**src/rtl/game_pkg.sv**
```systemverilog
// Shared definitions for the memory/sequence game: FSM state codes, setup
// register field positions and the default player-timeout multiplier.
package game_pkg;

  typedef enum logic [2:0] {
    INIT  = 3'd0,
    SETUP = 3'd1,
    LOAD  = 3'd2,
    SHOW  = 3'd3,
    PLAY  = 3'd4,
    WIN   = 3'd5,
    LOSE  = 3'd6
  } state_t;

  localparam int LEVEL_HI  = 7;
  localparam int LEVEL_LO  = 6;
  localparam int MAP_HI    = 5;
  localparam int MAP_LO    = 4;
  localparam int ROUNDS_HI = 3;
  localparam int ROUNDS_LO = 0;

  localparam int TO_MULT_DEF = 8;

endpackage

```
**src/rtl/tick_timer.sv**
```systemverilog
// Loadable down-counter that parks at zero; done is high while the count is
// zero, so a caller that reloads on done sees a one-cycle pulse.
module tick_timer #(
  parameter int W = 8
) (
  input  logic         clk,
  input  logic         rst_n,
  input  logic         load,
  input  logic [W-1:0] load_val,
  output logic         done
);

  logic [W-1:0] cnt;

  // NOTE: sequential state is always written with non-blocking assignments so
  // every flop samples the pre-edge values, independent of process ordering.
  always_ff @(posedge clk or negedge rst_n) begin
    if (!rst_n) begin
      cnt <= '0;
    end else if (load) begin
      cnt <= load_val;
    end else if (cnt != '0) begin
      cnt <= cnt - 1'b1;
    end
  end

  assign done = (cnt == '0);

endmodule

```
**src/rtl/game_ctrl.sv**
```systemverilog
// Main sequencing FSM of the memory game: setup capture, sequence display,
// press checking, round advance and win/lose handling.
module game_ctrl
  import game_pkg::*;
#(
  parameter int BASE_TICKS = 50_000_000,
  parameter int TO_MULT    = TO_MULT_DEF
) (
  input  logic       clk,
  input  logic       R,
  input  logic       enter,
  input  logic [7:0] setup,
  input  logic       btn_valid,
  input  logic       btn_match,
  output logic       E_setup,
  output logic       show,
  output logic [3:0] seq_idx,
  output logic [3:0] round,
  output logic       win,
  output logic       lose,
  output logic [2:0] state
);

  localparam int PW  = $clog2(BASE_TICKS);
  localparam int TW  = PW + $clog2(TO_MULT);
  localparam int TW1 = TW + 1;

  state_t        state_q, state_d;
  logic [3:0]    seq_q, seq_d;
  logic [3:0]    round_q, round_d;
  logic          show_on_q, show_on_d;
  logic [PW-1:0] pm1_q, pm1_d;
  logic [3:0]    rmax_q, rmax_d;
  logic [2:0]    sync_q;
  logic          ent_p;
  logic          e_setup;

  logic [1:0]    level;
  logic [3:0]    rounds;
  logic [PW-1:0] pm1_load, pm1_cur;
  logic [TW1-1:0] to_full;
  logic [TW-1:0] to_load;
  logic          p_done, t_done, last_round;
  logic          unused_map;

  assign level      = setup[LEVEL_HI:LEVEL_LO];
  assign rounds     = setup[ROUNDS_HI:ROUNDS_LO];
  assign unused_map = ^setup[MAP_HI:MAP_LO];

  // Timers hold period-1 so a full level-0 period fits in clog2(BASE_TICKS) bits.
  assign pm1_load = PW'((BASE_TICKS >> level) - 1);
  assign pm1_cur  = (state_q == LOAD) ? pm1_load : pm1_q;
  assign to_full  = (TW1'(pm1_cur) + TW1'(1)) * TW1'(TO_MULT) - TW1'(1);
  assign to_load  = to_full[TW-1:0];

  assign last_round = ({1'b0, round_q} + 5'd1) == {1'b0, rmax_q};

  // Both timers are held loaded outside the state that consumes them.
  tick_timer #(.W(PW)) u_period (
    .clk      (clk),
    .rst_n    (R),
    .load     ((state_q != SHOW) | p_done),
    .load_val (pm1_cur),
    .done     (p_done)
  );

  tick_timer #(.W(TW)) u_timeout (
    .clk      (clk),
    .rst_n    (R),
    .load     ((state_q != PLAY) | btn_valid),
    .load_val (to_load),
    .done     (t_done)
  );

  // Two synchronizer flops, a history flop, and a registered edge pulse.
  always_ff @(posedge clk or negedge R) begin
    if (!R) begin
      sync_q <= '0;
      ent_p  <= 1'b0;
    end else begin
      sync_q <= {sync_q[1:0], enter};
      ent_p  <= sync_q[1] & ~sync_q[2];
    end
  end

  always_ff @(posedge clk or negedge R) begin
    if (!R) begin
      state_q   <= INIT;
      seq_q     <= '0;
      round_q   <= '0;
      show_on_q <= 1'b0;
      pm1_q     <= '0;
      rmax_q    <= '0;
    end else begin
      state_q   <= state_d;
      seq_q     <= seq_d;
      round_q   <= round_d;
      show_on_q <= show_on_d;
      pm1_q     <= pm1_d;
      rmax_q    <= rmax_d;
    end
  end

  // NOTE: every combinational output gets a default before the case so no
  // path leaves a variable unassigned, which would otherwise infer a latch.
  always_comb begin
    state_d   = state_q;
    seq_d     = seq_q;
    round_d   = round_q;
    show_on_d = show_on_q;
    pm1_d     = pm1_q;
    rmax_d    = rmax_q;
    e_setup   = 1'b0;

    case (state_q)
      INIT: begin
        if (ent_p) state_d = SETUP;
      end
      SETUP: begin
        if (ent_p) begin
          e_setup = 1'b1;
          state_d = LOAD;
        end
      end
      LOAD: begin
        pm1_d     = pm1_load;
        rmax_d    = (rounds == 4'd0) ? 4'd1 : rounds;
        seq_d     = '0;
        round_d   = '0;
        show_on_d = 1'b1;
        state_d   = SHOW;
      end
      SHOW: begin
        if (p_done) begin
          if (show_on_q) begin
            show_on_d = 1'b0;
          end else if (seq_q == round_q) begin
            seq_d   = '0;
            state_d = PLAY;
          end else begin
            seq_d     = seq_q + 4'd1;
            show_on_d = 1'b1;
          end
        end
      end
      PLAY: begin
        if (btn_valid) begin
          if (!btn_match) begin
            state_d = LOSE;
          end else if (seq_q != round_q) begin
            seq_d = seq_q + 4'd1;
          end else if (last_round) begin
            state_d = WIN;
          end else begin
            round_d   = round_q + 4'd1;
            seq_d     = '0;
            show_on_d = 1'b1;
            state_d   = SHOW;
          end
        end else if (t_done) begin
          state_d = LOSE;
        end
      end
      WIN, LOSE: begin
        if (ent_p) begin
          seq_d   = '0;
          round_d = '0;
          state_d = SETUP;
        end
      end
      default: state_d = INIT;
    endcase
  end

  assign E_setup = e_setup;
  assign show    = (state_q == SHOW) & show_on_q;
  assign seq_idx = seq_q;
  assign round   = round_q;
  assign win     = (state_q == WIN);
  assign lose    = (state_q == LOSE);
  assign state   = state_q;

endmodule

```
**config.mk**
```make
export PLATFORM = sky130hd
export DESIGN_NAME = game_ctrl
export DESIGN_NICKNAME = d
export VERILOG_FILES = /design/src/rtl/game_pkg.sv /design/src/rtl/tick_timer.sv /design/src/rtl/game_ctrl.sv
export SDC_FILE = /design/constraint.sdc
export NUM_CORES = 1
export LEC_CHECK = 0
export ABC_CLOCK_PERIOD_IN_PS = 7500
export CAP_MARGIN = 10
export CORE_ASPECT_RATIO = 1.4
export CORE_MARGIN = 1.5
export CORE_UTILIZATION = 50
export DETAILED_ROUTE_END_ITERATION = 10
export PLACE_DENSITY_LB_ADDON = 0.1
export SYNTH_ARGS = -nofsm -noshare
export SYNTH_HDL_FRONTEND = slang
export SYNTH_SLANG_ARGS = --single-unit
export TNS_END_PERCENT = 20
```
**constraint.sdc**
```tcl
create_clock -name clk -period 7.5 [get_ports clk]
set_input_delay 0.75 -clock clk [delete_from_list [all_inputs] [get_ports clk]]
set_output_delay 0.75 -clock clk [all_outputs]
set_load 0.01 [all_outputs]
```
Yosys cells after proc, flatten, opt, wreduce, memory -nomap -nowiden

Cells that the tools add are included.

Add/sub/neg operators: 8
Eq/ne operators: 24
Shift-type cells: 1
Muxes and demuxes: 41
Bitwise logic cells: 5
Reduce and logical (&&, ||, !) cells: 17

Operators by type and width:

| cell                                                                  | count |
|---|---|
| 26-bit 2-to-1 mux                                                     | 3 |
| 29-bit 2-to-1 mux                                                     | 2 |
| 29-bit by 1-bit subtractor with 29-bit output (second input constant) | 2 |
| 4-bit 2-to-1 mux                                                      | 13 |
| 3-bit 2-to-1 mux                                                      | 10 |
| 29-bit zero test                                                      | 1 |
| 29-bit nonzero test                                                   | 1 |
| 26-bit by 1-bit adder with 26-bit output (second input constant)      | 1 |
| 26-bit zero test                                                      | 1 |
| 26-bit nonzero test                                                   | 1 |
| 26-bit by 2-bit right shift with 26-bit output (first input constant) | 1 |
| 26-bit by 1-bit subtractor with 26-bit output (second input constant) | 1 |
| 26-bit by 2-bit subtractor with 26-bit output (second input constant) | 1 |
| 2-bit inequality test (second input constant)                         | 9 |
| 4-bit one-hot mux with 4 select lines                                 | 1 |
| 3-bit one-hot mux with 5 select lines                                 | 1 |
| 7-bit AND reduction                                                   | 2 |
| 4-bit one-hot mux with 3 select lines                                 | 1 |
| 6-bit AND reduction                                                   | 2 |
| 3-bit == test (second input constant)                                 | 3 |
| 1-bit 2-to-1 mux                                                      | 9 |
| 3-bit inequality test (second input constant)                         | 3 |
| 4-bit by 1-bit adder with 4-bit output (second input constant)        | 2 |
| 3-bit by 2-bit == test with 1-bit output (second input constant)      | 2 |
| 19 further kinds                                                      | 23 |

Bits in registers: 101

Depth between registers and ports, before layout

Gate-level depths: netlist of the first run.

Depth in word-level cells: 7
Depth in mapped cells: 17
Mapped depth without buffers: 12

By module

From an unflattened synthesis of the first run, not the netlist that was laid out.

Cells, all modules: 805
Area, all modules: 7055.5 um^2

By module, submodules not included:

| module                  | instances | cells an instance | area each (um^2) |
|---|---|---|---|
| game_ctrl               | 1         | 419               | 3632.2 |
| tick_timer at u_timeout | 1         | 215               | 1888.1 |
| tick_timer at u_period  | 1         | 171               | 1535.2 |

Worst setup path before layout of the first run

No wires, ideal clock.

Kind: register -> register
Start point: register state_q[1] (netlist: state[1])
End point: register u_timeout.cnt[26]
Setup time: 0.138 ns
Data arrival time: 3.627 ns
Required time: 7.362 ns
Setup slack: 3.735 ns
Cell stages (with the launch flop): 17
Buffers on the path: 4
Cells stage by stage: dfrtp_1 > buf_4 > nor3b_4 > buf_6 > buf_4 > clkbuf_1 > nor2_1 > inv_1 > ha_1 > nand3_1 > nor4_4 > o2111ai_1 > xnor2_1 > nand4_4 > nor4_2 > xnor2_1 > o22ai_1

Longest elaborated chain between the ends: 5
Elaborated cells on any way between the ends: 8
Those cells by class: 2 x add/sub; 2 x eq/ne; 2 x mux; 1 x bitwise; 1 x reduce/logical

RTL lines:

| what                                          | RTL line         | source |
|---|---|---|
| from (decl)                                   | game_ctrl.sv:28  | `state_t state_q, state_d;` |
| from (signal assigned)                        | game_ctrl.sv:95  | `state_q <= state_d;` |
| 3-bit by 2-bit == test with 1-bit output      | game_ctrl.sv:52  | `assign pm1_cur = (state_q == LOAD) ? pm1_load : pm1_q;` |
| 26-bit 2-to-1 mux                             | n/a              |  |
| net pm1_cur[1]                                | game_ctrl.sv:40  | `logic [PW-1:0] pm1_load, pm1_cur;` |
| 26-bit by 1-bit adder with 26-bit output      | game_ctrl.sv:53  | `assign to_full = (TW1'(pm1_cur) + TW1'(1)) * TW1'(TO_MULT) - TW1'(1);` |
| 29-bit by 1-bit subtractor with 29-bit output | game_ctrl.sv:53  |  |
| 29-bit 2-to-1 mux                             | tick_timer.sv:20 | `end else if (load) begin` |
| to (signal assigned)                          | tick_timer.sv:21 | `cnt <= load_val;` |
| to (signal assigned)                          | tick_timer.sv:23 | `cnt <= cnt - 1'b1;` |
| to (decl)                                     | tick_timer.sv:13 | `logic [W-1:0] cnt;` |

The timed path passes the listed nets, and every way through them passes these cells.
A chain may end at the register's enable or synchronous reset.

Worst setup path after layout of the first run

Start point: register state_q[1] (netlist: state[1])
End point: register u_timeout.cnt[23]

The elaborated chain is that of the path after synthesis.

==> results.sh, run 1 <==
export IMPL_run_status="completed"
export IMPL_synth_most_common_cell="dfrtp_1"
export IMPL_hold_class="primary input to asynchronous set/reset pin"
export IMPL_clock_power_share_pct=18.7
export IMPL_tritoncts="done"
export IMPL_totalWireLength_mm=15.1
export IMPL_gp_congestion=0.888
export IMPL_tritoncts_num_sinks=101
export IMPL_tightestPinTransition_ps=901
export IMPL_synth_largest_type_area_fraction_pct=38.5
export IMPL_antenna_diode_count=0
export IMPL_hold_slack_ps=297
export IMPL_timing_final_crit_share_pct=55.6
export IMPL_clock_path_buffers=2
export IMPL_syn_avg_cell_area_sq_um=8.88
export IMPL_wl_per_cell_um=16.6
export IMPL_worst_endpoint_arrival_ps=4400
export IMPL_clock_tree_root_cell="clkbuf_16"
export IMPL_synth_top_cell_by_area="dfrtp_1"
export IMPL_die_height_um=139
export IMPL_final_setup_skew_ps=12.8
export IMPL_wire_length_of_the_first_global_routing_pass_mm=25.2
export IMPL_clock_insertion_delay_worst_skew_ps=360
export IMPL_rrSetupSlack_ps=3330
export IMPL_detail_route_antenna_nets=0
export IMPL_total_nets_after_synthesis=758
export IMPL_post_cts_buffers=0
export IMPL_fp_row_count=49
export IMPL_vias_per_cell=6.00
export IMPL_max_clock_freq_mhz=240
export IMPL_r2r_cells=13
export IMPL_cts_buffers=9
export IMPL_cts_hold_fix_buffers=0
export IMPL_ctsHtreeMaxLevel=3
export IMPL_portBuffers=25
export IMPL_layout_nets=770
export IMPL_switching_power_mw=1.08
export IMPL_setup_repair_after_global_routing_missed_its_margin="no"
export IMPL_layout_drive_gt1_share_pct=8.47
export IMPL_post_route_cell_area_sq_mm=0.00720
export IMPL_maxUsedRoutingLayer="met4"
export IMPL_power_internal_mw=1.41
export IMPL_drv_cap=0
export IMPL_post_synth_most_frequent_cells="dfrtp_1, nand2_1, nor2_1, xnor2_1, a21oi_1"
export IMPL_swShare_pct=43.3
export IMPL_synth_cells=739
export IMPL_area_growth_synth_to_final_pct=9.78
export IMPL_largest_net_degree_at_the_start_of_global_routing=73
export IMPL_synth_cell_types=80
export IMPL_crit_type="register to register"
export IMPL_met3_wirelength_um=448
export IMPL_global_route_overflow_total=0
export IMPL_hold_violations=0
export IMPL_i_o_pin_count=28
export IMPL_yosys_register_bits=101
export IMPL_core_area_sq_mm=0.0128
export IMPL_largest_cells_by_area_after_synthesis="dfrtp_1, xnor2_1, nand2_1, nor2_1, xor2_1"
export IMPL_ctsResizeCount=0
export IMPL_yosys_warnings=0
export IMPL_initial_utilization_pct=51.2
export IMPL_first_global_vias=5331
export IMPL_dp_area_sq_mm=0.00691
export IMPL_critPathLaunchType="register"
export IMPL_clk_pin_slew_worst_paths_ps=80
export IMPL_shortest_period_the_worst_path_allows_ps=4170
export IMPL_total_leakage_power_nw=2.73
export IMPL_post_route_drc_count=0
export IMPL_vias=5457
export IMPL_antenna_found_initial=0
export IMPL_netlist_area_sq_mm=0.00656
export IMPL_report_power_total_mw=2.49
export IMPL_async_set_or_reset_register_ratio_after_synthesis_pct=100
export IMPL_met2RoutedLength_mm=7.79
export IMPL_critPathCaptureType="register"
export IMPL_tns_ps=0
export IMPL_max_slew_margin_pct=40.0
export IMPL_fp_dieW_um=99.8
export IMPL_hpwlAfterDp_mm=11.1
export IMPL_dr_first_iter_drc_count=317
export IMPL_vdd_ir_drop_max_mv=0.309
export IMPL_largest_fanout_on_the_critical_path=35
export IMPL_share_comb_of_total_power_pct=44.8
export IMPL_primary_ff_master_synth="dfrtp_1"
export IMPL_timing_final_max_slew_violations=0
export IMPL_power_density_cell_area_mw_per_mm2=346
export IMPL_grt_util_all_layers_pct=22.6
export IMPL_worst_endpoint_required_ps=7720
export IMPL_sequential_power_share_pct=36.5
export IMPL_detailedRoute_firstPassIterationCount=5
export IMPL_met1Wirelength_mm=6.36
export IMPL_die_area_sq_mm=0.0138
export IMPL_synth_enable_flop_cells=0
export IMPL_setup_viol=0
export IMPL_synth_seq_area_share_pct=38.5
registers in the layout (all words and copies together) (netlist names):
name           count
rmax_q             4
state              3
ent_p              1
show_on_q          1
sync_q             3
pm1_q             26
u_period.cnt      26
round              4
u_timeout.cnt     29
seq_idx            4
path summary, 6_finish.rpt:
| check | startpoint | to |
|---|---|---|
| worst max register to register | state[1]$_DFFE_PN0P_ | u_timeout.cnt[23]$_DFFE_PN0P_ |
| min in group clk | sync_q[0]$_DFF_PN0_ | sync_q[1]$_DFF_PN0_ |
| max in group asynchronous | R | u_period.cnt[19]$_DFFE_PN0P_ |
| worst min-delay path | R | u_timeout.cnt[2]$_DFFE_PN0P_ |
| worst min register to register | sync_q[0]$_DFF_PN0_ | sync_q[1]$_DFF_PN0_ |
| worst max-delay path | state[1]$_DFFE_PN0P_ | u_timeout.cnt[23]$_DFFE_PN0P_ |
critical path, cell delays in order, from the launching register on:
cell       delay [ps]
dfrtp_1           680
nor3b_4           260
buf_4             420
nor2_1            110
inv_1             140
ha_1              300
nand3_1           270
nor4_4            370
o2111ai_1         200
xnor2_1           390
nand4_4           240
nor4_2            360
xnor2_1           170
o22ai_1           100
cells by family (layout without fill, tap and decap cells):
kind of cell	after synthesis	in the layout	synth area share [%]
and+or+nand+nor	328	328	28.4
AOI/OAI and AO/OA	145	145	14.1
DFF	101	101	38.5
xor gates and xnor gates	91	91	12.5
buffers and inverters	58	75	3.83
muxes	10	10	1.56
adders and majority gates	6	6	1.14
per-layer routing:
layer,global-route usage [%],vias to the layer above
li1,-,2656
met1,26.1,2648
met2,41.1,123
met3,3.13,30
met4,9.41,0
met5,0,-
cells in the final DEF, fill, tap and decap left out, types with 15 or more instances in the layout:
cell type          n
nor3_1            32
clkdlybuf4s50_1   24
inv_1             26
a21oi_1           43
nor2_1            71
nand3_1           24
dfrtp_1          101
nor4_1            15
o22ai_1           15
nand2_1           78
xnor2_1           59
o21ai_0           35
xor2_1            30
layout make-up:
class	instances	area, sq um
multi-input combinational	580	3790
tap	153	191
sequential	101	2530
fill	1132	5610
clock buffer	10	229
clock inverter	6	67.6
timing repair buffer	31	293
inverter	28	105
metrics by stage:
step / worst slack (ps) / utilization, % / std cells
after floorplan: 3740 / - / 739
after global placement: 3180 / 53.9 / 893
after detailed placement: 3150 / 53.9 / 893
after CTS: 3370 / 56.2 / 909
after global routing: 2990 / 56.2 / 909
final: 3330 / 56.2 / 909
power by group through the flow:
stage                     registers (mW)  clock network (mW)  logic (mW)
after global routing               0.937               0.503        1.24
after global placement             0.903                   0        1.09
final                              0.911               0.467        1.12
after floorplan                    0.859                   0       0.914
after detailed placement           0.915                   0        1.11
after CTS                          0.906               0.479        1.12
No activity file was read; power rests on OpenSTA's default activity.
==> run 2, diff against run 1 <==
--- a/config.mk
+++ b/config.mk
@@ -5,7 +5,7 @@
 export SDC_FILE = /design/constraint.sdc
 export NUM_CORES = 1
 export LEC_CHECK = 0
-export ABC_CLOCK_PERIOD_IN_PS = 7500
+export ABC_CLOCK_PERIOD_IN_PS = 3770
 export CAP_MARGIN = 10
 export CORE_ASPECT_RATIO = 1.4
 export CORE_MARGIN = 1.5
==> constraint.sdc (replaced) <==
create_clock -name clk -period 3.77 [get_ports clk]
set_input_delay 0.377 -clock clk [delete_from_list [all_inputs] [get_ports clk]]
set_output_delay 0.377 -clock clk [all_outputs]
set_load 0.01 [all_outputs]
==> results.sh, run 2 (same netlist as run 1, synthesis figures left out) <==
export IMPL_antenna_diode_count=0
export IMPL_ctsHtreeMaxLevel=3
export IMPL_area_growth_synth_to_final_pct=11.6
export IMPL_clock_insertion_delay_worst_skew_ps=350
export IMPL_die_height_um=139
export IMPL_gp_congestion=0.856
export IMPL_vias=5404
export IMPL_run_status="completed"
export IMPL_max_slew_margin_pct=41.5
export IMPL_clk_pin_slew_worst_paths_ps=70
export IMPL_portBuffers=25
export IMPL_timing_final_crit_share_pct=93.1
export IMPL_i_o_pin_count=28
export IMPL_cts_hold_fix_buffers=0
export IMPL_tns_ps=0
export IMPL_antenna_found_initial=0
export IMPL_fp_row_count=49
export IMPL_fp_dieW_um=99.8
export IMPL_biggestRegsByFlops="u_timeout.cnt x29, pm1_q x26, u_period.cnt x26"
export IMPL_worst_endpoint_arrival_ps=3740
export IMPL_wl_per_cell_um=16.3
export IMPL_critPathLaunchType="register"
export IMPL_report_power_total_mw=4.98
export IMPL_largest_fanout_on_the_critical_path=8
export IMPL_clock_tree_root_cell="clkbuf_16"
export IMPL_setup_repair_after_global_routing_missed_its_margin="no"
export IMPL_layout_nets=785
export IMPL_power_density_cell_area_mw_per_mm2=681
export IMPL_grt_util_all_layers_pct=23.3
export IMPL_hpwlAfterDp_mm=11.4
export IMPL_first_global_vias=5474
export IMPL_vdd_ir_drop_max_mv=0.494
export IMPL_ctsResizeCount=0
export IMPL_sequential_area_sq_mm=0.00253
export IMPL_drv_cap=0
export IMPL_hold_class="primary input to asynchronous set/reset pin"
export IMPL_postLayoutCoreUtil_pct=57.1
export IMPL_crit_type="register to register"
export IMPL_tritoncts_num_sinks=101
export IMPL_detailedRoute_firstPassIterationCount=5
export IMPL_hold_violations=0
export IMPL_clock_path_buffers=2
export IMPL_totalWireLength_mm=15.1
export IMPL_final_setup_skew_ps=8.34
export IMPL_dp_cells=908
export IMPL_multi_input_combinational_cell_area_sq_mm=0.00381
export IMPL_instances_no_fill=924
export IMPL_core_area_sq_mm=0.0128
export IMPL_fillerInstances=1134
export IMPL_shortest_period_the_worst_path_allows_ps=3510
export IMPL_layout_drive_gt1_share_pct=10.6
export IMPL_vias_per_cell=5.85
export IMPL_max_ffs_per_register=29
export IMPL_regMostFlops="u_timeout.cnt"
export IMPL_dr_first_iter_drc_count=306
export IMPL_critPathCaptureType="register"
export IMPL_largest_net_degree_at_the_start_of_global_routing=69
export IMPL_worst_endpoint_required_ps=4000
export IMPL_mostFrequentLayoutCell="dfrtp_1"
export IMPL_cts_buffers=9
export IMPL_layout_common_cells="dfrtp_1, nand2_1, nor2_1, xnor2_1, a21oi_1"
export IMPL_total_leakage_power_nw=2.83
export IMPL_setup_viol=0
export IMPL_die_area_sq_mm=0.0138
export IMPL_max_clock_freq_mhz=285
export IMPL_post_cts_buffers=0
export IMPL_rrSetupSlack_ps=260
export IMPL_post_route_drc_count=0
export IMPL_tightestPinTransition_ps=878
export IMPL_initial_utilization_pct=51.2
export IMPL_tritoncts="done"
export IMPL_wire_length_of_the_first_global_routing_pass_mm=26.0
export IMPL_detail_route_antenna_nets=0
export IMPL_timing_final_max_slew_violations=0
export IMPL_global_route_overflow_total=0
-- run 2: cell count changes in the layout (fill, tap and decap cells not counted), sizes merged --
cell	change
clkinvlp	+1
clkinv	-1
buf	+15
-- run 2: through the flow --
stage	worst slack [ps]	cell area [sq um]	hold slack, ps
after global routing	24.6	7320	196
after global placement	307	7020	350
final	259	7320	110
after detailed placement	173	7020	340
after floorplan	5.45	6560	81.4
after CTS	154	7300	147
-- run 2: cell type report --
class / instances / share of cell area, %
Multi-Input combinational cell: 580 / 52.0
Sequential cell: 101 / 34.5
Timing Repair Buffer: 46 / 5.54
Clock buffer: 10 / 3.13
Tap cell: 153 / 2.61
Inverter: 28 / 1.44
Clock inverter: 6 / 0.735
-- run 2: where the power goes --
part / switching, mW / total (mW) / internal, mW
Combinational: 1.38 / 2.34 / 0.961
Sequential: 0.319 / 1.75 / 1.43
Clock: 0.434 / 0.895 / 0.461
Total: 2.13 / 4.98 / 2.85
-- run 2: layer usage --
metal	part of all wire (%)	wire, um	GRT usage [%]	up-vias
li1	-	-	-	2682
met1	43	6420	28.4	2591
met2	52	7870	41.3	102
met3	2.9	430	3.28	29
met4	2.2	332	8.60	0
met5	0	0	0	-
-- run 2: final timing paths --
check / start / end / cells past startpoint
max: state[1]$_DFFE_PN0P_ / u_timeout.cnt[26]$_DFFE_PN0P_ / 11
min: R / u_timeout.cnt[2]$_DFFE_PN0P_ / 1
max reg2reg: state[1]$_DFFE_PN0P_ / u_timeout.cnt[26]$_DFFE_PN0P_ / 11
min reg2reg: sync_q[0]$_DFF_PN0_ / sync_q[1]$_DFF_PN0_ / 0
max in group asynchronous: R / u_timeout.cnt[10]$_DFFE_PN0P_ / 2
min in group clk: sync_q[0]$_DFF_PN0_ / sync_q[1]$_DFF_PN0_ / 0
-- run 2: critical path: stages, from the launching register on --
cell and delay [ps]:
dfrtp_1 430, or3b_1 430, nand2b_1 210, ha_2 270, nand3_2 170, nor4_4 410, o2111ai_1 200, xnor2_1 350
nand4_4 240, nor4_2 380, xnor2_1 180, o22ai_1 110
==> run 3, diff against run 2 <==
--- a/config.mk
+++ b/config.mk
@@ -9,9 +9,10 @@
 export CAP_MARGIN = 10
 export CORE_ASPECT_RATIO = 1.4
 export CORE_MARGIN = 1.5
-export CORE_UTILIZATION = 50
+export CORE_UTILIZATION = 40
 export DETAILED_ROUTE_END_ITERATION = 10
 export PLACE_DENSITY_LB_ADDON = 0.1
+export SLEW_MARGIN = 20
 export SYNTH_ARGS = -nofsm -noshare
 export SYNTH_HDL_FRONTEND = slang
 export SYNTH_SLANG_ARGS = --single-unit
==> results.sh, run 3 (same netlist as run 1, synthesis figures left out) <==
export IMPL_run_status="completed"
export IMPL_ctsHtreeMaxLevel=3
export IMPL_shortest_period_the_worst_path_allows_ps=3500
export IMPL_fp_dieW_um=111
export IMPL_post_route_drc_count=0
export IMPL_timing_final_crit_share_pct=92.9
export IMPL_max_slew_margin_pct=37.2
export IMPL_critical_path_max_stage_delay_ps=380
export IMPL_detail_route_antenna_nets=0
export IMPL_vdd_ir_drop_max_mv=0.379
export IMPL_clock_insertion_delay_worst_skew_ps=350
export IMPL_hold_class="primary input to asynchronous set/reset pin"
export IMPL_timing_final_max_slew_violations=0
export IMPL_r2r_end="u_timeout.cnt[26]$_DFFE_PN0P_"
export IMPL_drv_cap=0
export IMPL_wl_per_cell_um=16.3
export IMPL_tritoncts="done"
export IMPL_power_density_cell_area_mw_per_mm2=679
export IMPL_tightestPinTransition_ps=929
export IMPL_max_clock_freq_mhz=286
export IMPL_antenna_diode_count=0
export IMPL_fp_row_count=55
export IMPL_r2r_start="state[0]$_DFFE_PN0P_"
export IMPL_cp_top_family="simple AND/OR/NAND/NOR gates"
export IMPL_vias_per_cell=5.51
export IMPL_largest_net_degree_at_the_start_of_global_routing=58
export IMPL_vias=5352
export IMPL_area_growth_synth_to_final_pct=12.7
export IMPL_totalWireLength_mm=15.8
export IMPL_portBuffers=25
export IMPL_clk_pin_slew_worst_paths_ps=70
export IMPL_fillerInstances=1598
export IMPL_die_area_sq_mm=0.0172
export IMPL_dr_first_iter_drc_count=180
export IMPL_first_global_vias=5386
export IMPL_clock_path_buffers=2
export IMPL_worst_endpoint_required_ps=3970
export IMPL_hold_violations=0
export IMPL_critPathLaunchType="register"
export IMPL_initial_utilization_pct=40.7
export IMPL_instances_no_fill=972
export IMPL_detailedRoute_firstPassIterationCount=4
export IMPL_i_o_pin_count=28
export IMPL_critPathCaptureType="register"
export IMPL_global_route_overflow_total=0
export IMPL_core_area_sq_mm=0.0161
export IMPL_hpwlAfterDp_mm=12.0
export IMPL_crit_slowest_cell="dfrtp_1"
export IMPL_mostFrequentLayoutCell="dfrtp_1"
export IMPL_setup_viol=0
export IMPL_crit_type="register to register"
export IMPL_critical_path_n_buffers_inverters=3
export IMPL_final_setup_skew_ps=14.1
export IMPL_worst_endpoint_arrival_ps=3700
export IMPL_gp_congestion=0.835
export IMPL_biggestRegsByFlops="u_timeout.cnt x29, pm1_q x26, u_period.cnt x26"
export IMPL_hold_slack_ps=91.4
export IMPL_tritoncts_num_sinks=101
export IMPL_dp_cells=955
export IMPL_r2r_cells=14
export IMPL_die_height_um=155
export IMPL_cts_buffers=9
export IMPL_largest_fanout_on_the_critical_path=13
export IMPL_rrSetupSlack_ps=270
export IMPL_max_ffs_per_register=29
export IMPL_crit_top_cell="buf_4"
export IMPL_total_leakage_power_nw=2.82
export IMPL_cp_cell_sequence="buf_4 > nor3b_4 > nor2_1 > inv_1 > ha_2 > nand3_2 > nor4_4 > buf_4 > nand3_1 > xnor2_2 > nand4_4 > nor4_2 > xnor2_1 > o22ai_1"
export IMPL_antenna_found_initial=0
export IMPL_layout_drive_gt1_share_pct=10.7
export IMPL_layout_nets=787
export IMPL_grt_util_all_layers_pct=19.0
export IMPL_wire_length_of_the_first_global_routing_pass_mm=26.5
export IMPL_layout_common_cells="dfrtp_1, nand2_1, nor2_1, xnor2_1, a21oi_1"
export IMPL_clock_tree_root_cell="clkbuf_16"
export IMPL_regMostFlops="u_timeout.cnt"
run 3: cell count changes in the layout (fill, tap and decap cells not counted):
cell | previous run | this run
buf_4 | 22 | 24
clkinv_8 | 0 | 1
clkinvlp_4 | 1 | 0
inv_6 | 3 | 2
inv_8 | 1 | 2
nand4bb_1 | 0 | 1
nand4bb_2 | 1 | 0
nor3_2 | 0 | 1
nor3_4 | 3 | 2
run 3: where the power goes:
part | total (mW) | switching, mW | internal, mW
Clock | 0.919 | 0.449 | 0.470
Sequential | 1.74 | 0.311 | 1.43
Combinational | 2.36 | 1.40 | 0.965
Total | 5.02 | 2.16 | 2.86
run 3: worst max path at each step:
stage / start / cells past startpoint / endpoint
2_1_floorplan: state[1]$_DFFE_PN0P_ / 16 / u_timeout.cnt[26]$_DFFE_PN0P_
3_3_place_gp: setup[7] / 11 / u_timeout.cnt[25]$_DFFE_PN0P_
3_5_place_dp: state[0]$_DFFE_PN0P_ / 13 / u_timeout.cnt[26]$_DFFE_PN0P_
4_1_cts: state[0]$_DFFE_PN0P_ / 13 / u_timeout.cnt[26]$_DFFE_PN0P_
5_1_grt: state[0]$_DFFE_PN0P_ / 14 / u_timeout.cnt[26]$_DFFE_PN0P_
6_report: state[0]$_DFFE_PN0P_ / 14 / u_timeout.cnt[26]$_DFFE_PN0P_
run 3: final cells by class:
cell class                 instances  area, sq um  area share [%]
inverter                          28          105            1.42
multi-input combinational        580         3800            51.4
tap                              199          249            3.37
timing repair buffer              48          420            5.69
sequential                       101         2530            34.2
clock inverter                     6         65.1           0.880
clock buffer                      10          229            3.10
run 3: metrics by stage:
step	setup TNS [ps]	total power, mW	setup slack (ps)	util, %	area (sq um)
floorplan	0	3.53	5.45	-	6560
global placement	0	4.07	217	44.0	7080
detailed placement	0	4.12	180	44.0	7080
CTS	0	5.07	170	45.8	7380
global route	-8.69	5.42	-8.69	45.9	7390
finish	0	5.02	270	45.9	7390
run 3: repair_timing:
| item | 4_1_cts | 5_1_grt |
|---|---|---|
| gates resized for setup | 0 | 2 |
| setup endpoints to repair | 0 | 4 |
| buffers inserted | 0 | 1 |
| hold buffers | 0 | 0 |
run 3: layer usage:
metal,GRT usage [%],part of all wire [%]
met5,0,0
met4,6.69,2.2
met3,2.31,2.4
met2,35.7,54
met1,22.2,42
run 3: worst reg2reg max path: stages, from the launching register on:
cell and delay [ps]:
dfrtp_1 380, buf_4 200, nor3b_4 290, nor2_1 100, inv_1 120, ha_2 250
nand3_2 190, nor4_4 380, buf_4 190, nand3_1 110, xnor2_2 290, nand4_4 220
nor4_2 360, xnor2_1 170, o22ai_1 110
